--- config.mk ---
export PLATFORM = sky130hd
export DESIGN_NAME = pipeline_hazard_ctrl
export DESIGN_NICKNAME = d
export VERILOG_FILES = /design/src/rtl/pipeline_hazard_ctrl.sv
export SDC_FILE = /design/constraint.sdc
export NUM_CORES = 1
export LEC_CHECK = 0
export CAP_MARGIN = 20
export CORE_ASPECT_RATIO = 0.8
export CORE_MARGIN = 5
export CORE_UTILIZATION = 40
export CTS_CLUSTER_SIZE = 12
export DETAILED_ROUTE_END_ITERATION = 6
export PLACE_DENSITY = 0.71
export SLEW_MARGIN = 20
export SYNTH_ARGS = -nofsm -noshare
export SYNTH_HDL_FRONTEND = slang
export SYNTH_SLANG_ARGS = --single-unit
--- constraint.sdc ---
create_clock -name clk -period 3.1 [get_ports clk]
set_clock_uncertainty 0.1 [all_clocks]
set_input_delay 0.31 -clock clk [delete_from_list [all_inputs] [get_ports clk]]
set_output_delay 0.31 -clock clk [all_outputs]
set_load 0.005 [all_outputs]
--- src/rtl/pipeline_hazard_ctrl.sv ---
// Central stall/flush sequencer for the 5-stage pipeline: load-use / RAW hazard stalls,
// SRAM wait freezes with deferred branch flush, wait timeout flag and a stall counter.
module pipeline_hazard_ctrl #(
   parameter int FORWARD_EN = 1,
   parameter int TIMEOUT    = 255,
   parameter int CNT_W      = 16
) (
   input  logic             clk,
   input  logic             rst,
   input  logic [3:0]       id_src1,
   input  logic [3:0]       id_src2,
   input  logic             id_two_src,
   input  logic             id_valid,
   input  logic [3:0]       exe_dest,
   input  logic             exe_wb_en,
   input  logic             exe_mem_r_en,
   input  logic [3:0]       mem_dest,
   input  logic             mem_wb_en,
   input  logic             branch_taken,
   input  logic             mem_req,
   input  logic             mem_ready,
   output logic             pc_freeze,
   output logic             if_id_freeze,
   output logic             if_id_flush,
   output logic             id_exe_flush,
   output logic             pipe_freeze,
   output logic             mem_timeout,
   output logic [CNT_W-1:0] stall_count
);

   localparam int WC_W = (TIMEOUT < 1) ? 1 : $clog2(TIMEOUT + 1);
   localparam logic [WC_W-1:0] WC_MAX = WC_W'(TIMEOUT);

   typedef enum logic [1:0] {
      RUN      = 2'd0,
      MEM_WAIT = 2'd1,
      BR_PEND  = 2'd2
   } state_t;

   state_t          state;
   state_t          state_eff;
   state_t          state_nxt;
   logic [WC_W-1:0] wait_cnt;
   logic [WC_W-1:0] wait_cnt_nxt;

   logic exe_hz_en;
   logic mem_hz_en;
   logic src1_hit;
   logic src2_hit;
   logic hz;
   logic mem_wait;
   logic branch;

   function automatic logic [CNT_W-1:0] sat_inc(input logic [CNT_W-1:0] v);
      return (&v) ? v : v + CNT_W'(1);
   endfunction

   function automatic logic [WC_W-1:0] wc_inc(input logic [WC_W-1:0] v);
      return (v == WC_MAX) ? v : v + WC_W'(1);
   endfunction

   // With forwarding only a load in EXE cannot be bypassed; without it every pending write blocks.
   always_comb begin
      exe_hz_en = (FORWARD_EN != 0) ? (exe_wb_en && exe_mem_r_en) : exe_wb_en;
      mem_hz_en = (FORWARD_EN != 0) ? 1'b0 : mem_wb_en;
      src1_hit  = (exe_hz_en && (id_src1 == exe_dest)) || (mem_hz_en && (id_src1 == mem_dest));
      src2_hit  = (exe_hz_en && (id_src2 == exe_dest)) || (mem_hz_en && (id_src2 == mem_dest));
      hz        = id_valid && (src1_hit || (id_two_src && src2_hit));
   end

   // While reset is asserted the outputs still track the inputs as if idle in RUN.
   assign state_eff = rst ? state : RUN;

   always_comb begin
      mem_wait = 1'b0;
      branch   = 1'b0;
      case (state_eff)
         RUN: begin
            mem_wait = mem_req && !mem_ready;
            branch   = branch_taken;
         end
         MEM_WAIT: mem_wait = !mem_ready;
         BR_PEND: begin
            mem_wait = !mem_ready;
            branch   = mem_ready;
         end
         default: mem_wait = 1'b0;
      endcase
   end

   always_comb begin
      pc_freeze    = 1'b0;
      if_id_freeze = 1'b0;
      if_id_flush  = 1'b0;
      id_exe_flush = 1'b0;
      pipe_freeze  = 1'b0;
      if (mem_wait) begin
         pc_freeze    = 1'b1;
         if_id_freeze = 1'b1;
         pipe_freeze  = 1'b1;
      end else if (branch) begin
         if_id_flush  = 1'b1;
         id_exe_flush = 1'b1;
      end else if (hz) begin
         pc_freeze    = 1'b1;
         if_id_freeze = 1'b1;
         id_exe_flush = 1'b1;
      end
   end

   always_comb begin
      state_nxt = state_eff;
      case (state_eff)
         RUN: begin
            if (mem_req && !mem_ready)
               state_nxt = branch_taken ? BR_PEND : MEM_WAIT;
         end
         MEM_WAIT: begin
            if (mem_ready)
               state_nxt = RUN;
            else if (branch_taken)
               state_nxt = BR_PEND;
         end
         BR_PEND: begin
            if (mem_ready)
               state_nxt = RUN;
         end
         default: state_nxt = RUN;
      endcase
   end

   // The entry cycle (the RUN cycle that raised the wait) counts as wait cycle 1.
   assign wait_cnt_nxt = (state_eff == RUN) ? WC_W'(1) : wc_inc(wait_cnt);

   always_ff @(posedge clk) begin
      if (!rst) begin
         state       <= RUN;
         wait_cnt    <= '0;
         mem_timeout <= 1'b0;
         stall_count <= '0;
      end else begin
         state <= state_nxt;
         if (pc_freeze)
            stall_count <= sat_inc(stall_count);
         if (mem_wait) begin
            wait_cnt <= wait_cnt_nxt;
            if (wait_cnt_nxt == WC_MAX)
               mem_timeout <= 1'b1;
         end
      end
   end

endmodule

* Yosys cells after proc, flatten, opt, wreduce, memory -nomap -nowiden
Cells that the tools add are included.
** Storage, ports and cells
- Word-level logic and storage cells :: 45
- Bits in read-only memories :: 0
- Memories kept :: 0
- Latch bits :: 0
- Output and inout bits :: 22
- Bits in writable memories :: 0
- Bits in registers :: 27
** Operators by class
- Add/subtract/negate cells :: 2
- Div/mod/pow operators :: 0
- Reduce and logical (&&, ||, !) cells :: 13
- Bitwise operators :: 1
- Multiply operators :: 0
- Eq/ne operators :: 6
- Shift-type cells :: 0
- Mux-type cells :: 19
- $lt $le $gt $ge :: 0
** Operators with widths (number)
- 16-bit by 1-bit adder with 16-bit output, second input constant :: 1
- 8-bit equality test, second input constant :: 2
- 8-bit 2-to-1 mux :: 2
- 16-bit AND reduction :: 1
- 2-bit 2-to-1 mux :: 6
- 8-bit by 1-bit adder with 8-bit output, second input constant :: 1
- 4-bit equality test :: 2
- 1-bit 2-to-1 mux :: 8
- 1-bit logical AND :: 6
- 2-bit case mux with 3 select lines :: 1
- 1-bit case mux with 2 select lines :: 2
- 2-bit AND reduction :: 2
- 2-bit by 1-bit equality test with 1-bit output, second input constant :: 1
- 2-bit equality test, second input constant :: 1
- 2-bit logical NOT :: 1
- 2-bit OR reduction :: 1
- 1-bit logical NOT :: 1
- 1-bit logical OR :: 1
- 1-bit inverter :: 1

* Logic depth before layout (Yosys ltp)
- Word-level depth :: 9
- Gate-level depth with buffers :: 12

* Worst setup path before layout
No wires, ideal clock.
- Kind :: input to output
- From :: in rst
- To :: out pc_freeze
- Path slack :: 460 ps
- Stages :: 12
- Required time :: 2690 ps
- Arrival time :: 2230 ps
- Path through :: clkbuf_1 -> nand2_1 -> ha_1 -> a21oi_1 -> or3_1 -> buf_6 -> clkinv_8 -> a31oi_2 -> buf_6 -> clkbuf_1 -> inv_1 -> buf_4
** Between the ends
- Longest elaborated chain between the ends :: 5
- Elaborated cells on any way between the ends :: 9
- Those cells by class :: eq/ne: 2; mux: 5; reduce/logical: 2
** RTL lines
- from (decl) :: line 9 : input logic rst,
- 2-bit 2-to-1 mux (*) :: line 72 : assign state_eff = rst ? state : RUN;
- 2-bit equality test, or another cell as far along :: line 77 : case (state_eff)
- 1-bit case mux with 2 select lines or 2-bit OR reduction (tied branches)
- 1-bit 2-to-1 mux or 1-bit case mux with 2 select lines (tied branches)
- 1-bit 2-to-1 mux (*)
- to (decl) :: line 22 : output logic pc_freeze,
Every way passes the cells marked *; elsewhere a longest branch is shown, timed or not.

* Worst setup path after layout
- From :: in rst
- To :: out if_id_freeze
** Between the ends
- Longest elaborated chain between the ends :: 5
- Elaborated cells on any way between the ends :: 9
- Those cells by class :: eq/ne: 2; mux: 5; reduce/logical: 2
** RTL lines
- 2-bit 2-to-1 mux (*) :: line 72
- 2-bit equality test, or another cell as far along :: line 77
- 1-bit case mux with 2 select lines or 2-bit OR reduction (tied branches)
- 1-bit 2-to-1 mux or 1-bit case mux with 2 select lines (tied branches) :: line 101, 77
- 1-bit 2-to-1 mux (*) :: line 97 : if (mem_wait) begin
- to (decl) :: line 23 : output logic if_id_freeze,
Marked as above.

==> results.md <==
* Outcome: finished clean
* Worst-case headroom to the max-slew limit at roughly 66%
* Total Negative Setup Slacks at 0 ns
* Height of the die at just under 70 um
* Number of distinct library cells after synthesis at 45
* Core box area at 0.004178 mm2
* Clock root buffer: sky130_fd_sc_hd__clkbuf_8
* Total via count after detailed routing at 1714
* Aggregate routed wire length at 4057 um
* CTS hold repair buffers at 0
* H-Tree Depth at 1
* Wire length per cell at ~13 um
* Fraction of power spent switching nets at approximately a quarter
* Max-slew violation count at 0
* Post-layout minimum cycle time at slightly below 3 ns
* Part of the power in combinational logic at approximately 17%
* Area share of xor/xnor cells in the synthesized design at between 4 and 5%
* Crit path arrival time at 2.47 ns
* Router iterations before antenna repair at 4
* Dominant combinational cell family by area after synthesis: simple AND/OR/NAND/NOR gates
* Largest cells by area after synthesis: sky130_fd_sc_hd__dfxtp_1 31%, sky130_fd_sc_hd__a21oi_1 6.1%, sky130_fd_sc_hd__nand2_1 5.9%
* DRC at 0
* Total Routing Usage GR at 14.17%
* Share of flip-flops with an asynchronous set or reset after synthesis at 0%
* Number of antenna repair diodes at 0
* Area fraction in compound gates after synthesis at roughly a fifth
* HP Class: reg -> reg
* Count of yosys warnings during synthesis at 0
* Share of cell area taken by muxes after synthesis at ~3.0%
* Final Hold Viols at 0
* Number of synthesized register bits at 27
* Sequential share of power at approximately 53%
* Iteration-0 DRC count of the detailed router at roughly 130
* Final layout net count at 290
* Die X at 83.27 um
* FP Rows at 21
* Post-DP HPWL at just over 3000 um
* Synthesized netlist cell count at between 200 and 250
* Area of the mapped netlist at roughly 0.0017 mm2
* Power density over the cells at between 300 and 400 mW/mm2
* Largest net degree at the start of global routing at 26
* First-pass GRT wire length at roughly 7000 um
* Via count of the first global-routing pass at 1538
* CP max FO at 9
* Maximum resistive drop on vdd at approximately 160 uV
* Post-detailed-route count of antenna-violating nets at 0
* Switching power at around 160 uW
* Syn Nets at 249
* I/O Buffers at 42
* Utilization of the core after routing at between 50% and 60%
* Fmax at around 350 MHz
* Insertion delay of the later-clocked pin in the worst-skew pair at around 0.27 ns
* Area share of and/or/nand/nor cells after synthesis at between 20% and 30%
* Weighted congestion reported at the end of routability-driven placement at approximately 0.83
* Longest Clk Path Bufs at 2
* Critical Path End Type: output pin
* TritonCTS clock tree: built
* Vias per Instance at around 5.5
* CTS resizes at 0
* Initial core utilization at between 40% and 50%
* Die outline area at 0.005714 mm2
* # setup viols final at 0
* LEAKAGE at 0.0007678 uW
* Area leader, netlist: sky130_fd_sc_hd__dfxtp_1
* Setup repair after global routing missed its margin: no
* Sequential share of the synthesized area at 31.46%
* Main flop type after synthesis: sky130_fd_sc_hd__dfxtp_1
* Post-Synth Adder-Cell Area at about 4.4%
* # IOs at 48
* Portion of synthesized cell area occupied by the leading cell type at a little under a third
* Share of the cycle needed by the critical path after routing at 92.99%
* Transition at the pin with the smallest max-transition slack at 0.5061 ns
* Final global-route overflow total at 0
* Antenna violations before repair at 0
* Share of post-route cells with drive strength above 1 at under 10%
* Synthesized area per cell at just under 8 um2
* Synth-to-Final Area Change at 29.79%
* Clock buffer count from CTS at 3
* Internal portion of total power at 504.7 uW
* Filler cell count in the final layout at approximately 410
* EDFF count, synth at 0
* Data required time of the worst path at between 2 and 3 ns
* Startpoint kind of the worst setup timing path: input pin
* Reported max-cap violation count at 0
* Top cells by count, synth: 27 x sky130_fd_sc_hd__dfxtp_1, 27 x sky130_fd_sc_hd__nand2_1, 21 x sky130_fd_sc_hd__a21oi_1
* Clock power share at 30.2%
* Post-CTS repair timing setup buffer count at 0
* Clock Sinks at 27
* Type of the setup path with the least slack: in -> out
* Clock transition time at the flip-flop clock pins of the worst setup and hold paths at ~0.090 ns
==> layout by cell type, fill, tap and decap left out, types with 2 or more instances in the layout <==
| cell type | count |
|---|---|
| sky130_fd_sc_hd__nor3_1 | 5 |
| sky130_fd_sc_hd__o21ai_1 | 2 |
| sky130_fd_sc_hd__nand3_1 | 10 |
| sky130_fd_sc_hd__o31ai_1 | 6 |
| sky130_fd_sc_hd__clkdlybuf4s50_1 | 42 |
| sky130_fd_sc_hd__inv_1 | 6 |
| sky130_fd_sc_hd__nor4_1 | 4 |
| sky130_fd_sc_hd__or4_1 | 8 |
| sky130_fd_sc_hd__ha_1 | 6 |
| sky130_fd_sc_hd__dfxtp_1 | 27 |
| sky130_fd_sc_hd__nor2_1 | 15 |
| sky130_fd_sc_hd__nand2b_1 | 6 |
| sky130_fd_sc_hd__o41ai_1 | 3 |
| sky130_fd_sc_hd__and3_1 | 2 |
| sky130_fd_sc_hd__or3_1 | 2 |
| sky130_fd_sc_hd__nor2b_1 | 3 |
| sky130_fd_sc_hd__a21oi_1 | 21 |
| sky130_fd_sc_hd__a31oi_1 | 5 |
| sky130_fd_sc_hd__clkbuf_8 | 3 |
| sky130_fd_sc_hd__o21ai_0 | 6 |
| sky130_fd_sc_hd__buf_4 | 7 |
| sky130_fd_sc_hd__nand4_1 | 7 |
| sky130_fd_sc_hd__xnor2_1 | 7 |
| sky130_fd_sc_hd__o21bai_1 | 2 |
| sky130_fd_sc_hd__mux2i_1 | 4 |
| sky130_fd_sc_hd__nand2_1 | 27 |
==> flip-flops by register name, indices dropped and copies added, names as in the netlist <==
| signal | flops |
|---|---|
| stall_count | 16 |
| mem_timeout | 1 |
| wait_cnt | 8 |
| state | 2 |
==> path summary, 6_finish.rpt <==
path / start / to / slack [ns] / cells past startpoint
worst min register to register: mem_timeout / mem_timeout / 0.38 / 2
worst max-delay path: rst / if_id_freeze / 0.22 / 9
worst min-delay path: mem_timeout / mem_timeout / 0.38 / 2
worst max register to register: state[0] / stall_count[14] / 0.73 / 9
==> critical path, cell delays in order <==
cell                              delay (ns)
sky130_fd_sc_hd__clkdlybuf4s50_1        0.52
sky130_fd_sc_hd__nand2_1                0.15
sky130_fd_sc_hd__ha_1                   0.33
sky130_fd_sc_hd__a21oi_1                0.05
sky130_fd_sc_hd__or3_4                  0.37
sky130_fd_sc_hd__clkinv_8               0.08
sky130_fd_sc_hd__a31oi_2                0.05
sky130_fd_sc_hd__inv_1                  0.11
sky130_fd_sc_hd__clkdlybuf4s50_1        0.50
==> per-layer routing <==
| metal | global-route usage (%) | routed length [um] |
|---|---|---|
| met1 | 18.38 | 1853 |
| met2 | 24.30 | 1830 |
| met3 | 4.157 | 352 |
| met4 | 1.837 | 19 |
| met5 | 0 | 0 |
==> through the flow <==
step                      setup WS [ns]  hold slack (ns)  total power [uW]  cell area [um2]  instances
final                            0.2174           0.3777             669.2             2230        314
after global routing            0.07164           0.4232             701.4             2230        314
after CTS                        0.1237           0.3801             679.8             2225        314
after detailed placement         0.1119           0.3600             475.3             2180        310
after global placement          0.09747           0.3427             473.2             2180        310
after floorplan                  0.4595           0.3487             420.4             1718        217
==> power groups by stage <==
stage	Sequential (uW)	Clock, uW	Combinational, uW
after floorplan	362	0	58.4
after global placement	363	0	111
after detailed placement	363	0	113
after CTS	355	212	113
after global routing	356	221	124
final	355	202	113
==> logic make-up after synthesis <==
group / count (synthesis)
xor+xnor: 8
fa+ha+maj: 6
buf+inv: 20
mux: 5
simple gates: 95
flops: 27
compound gates: 56
==> layout make-up <==
type | instances | area [um2] | area share, %
Clock buffer | 4 | 45.04 | 2.020
Inverter | 7 | 38.79 | 1.740
Multi-Input combinational cell | 170 | 1061 | 47.59
Sequential cell | 27 | 540.5 | 24.24
Tap cell | 57 | 71.32 | 3.199
Timing Repair Buffer | 49 | 473.0 | 21.21
Note: power is estimated with default switching activity, not from simulation.
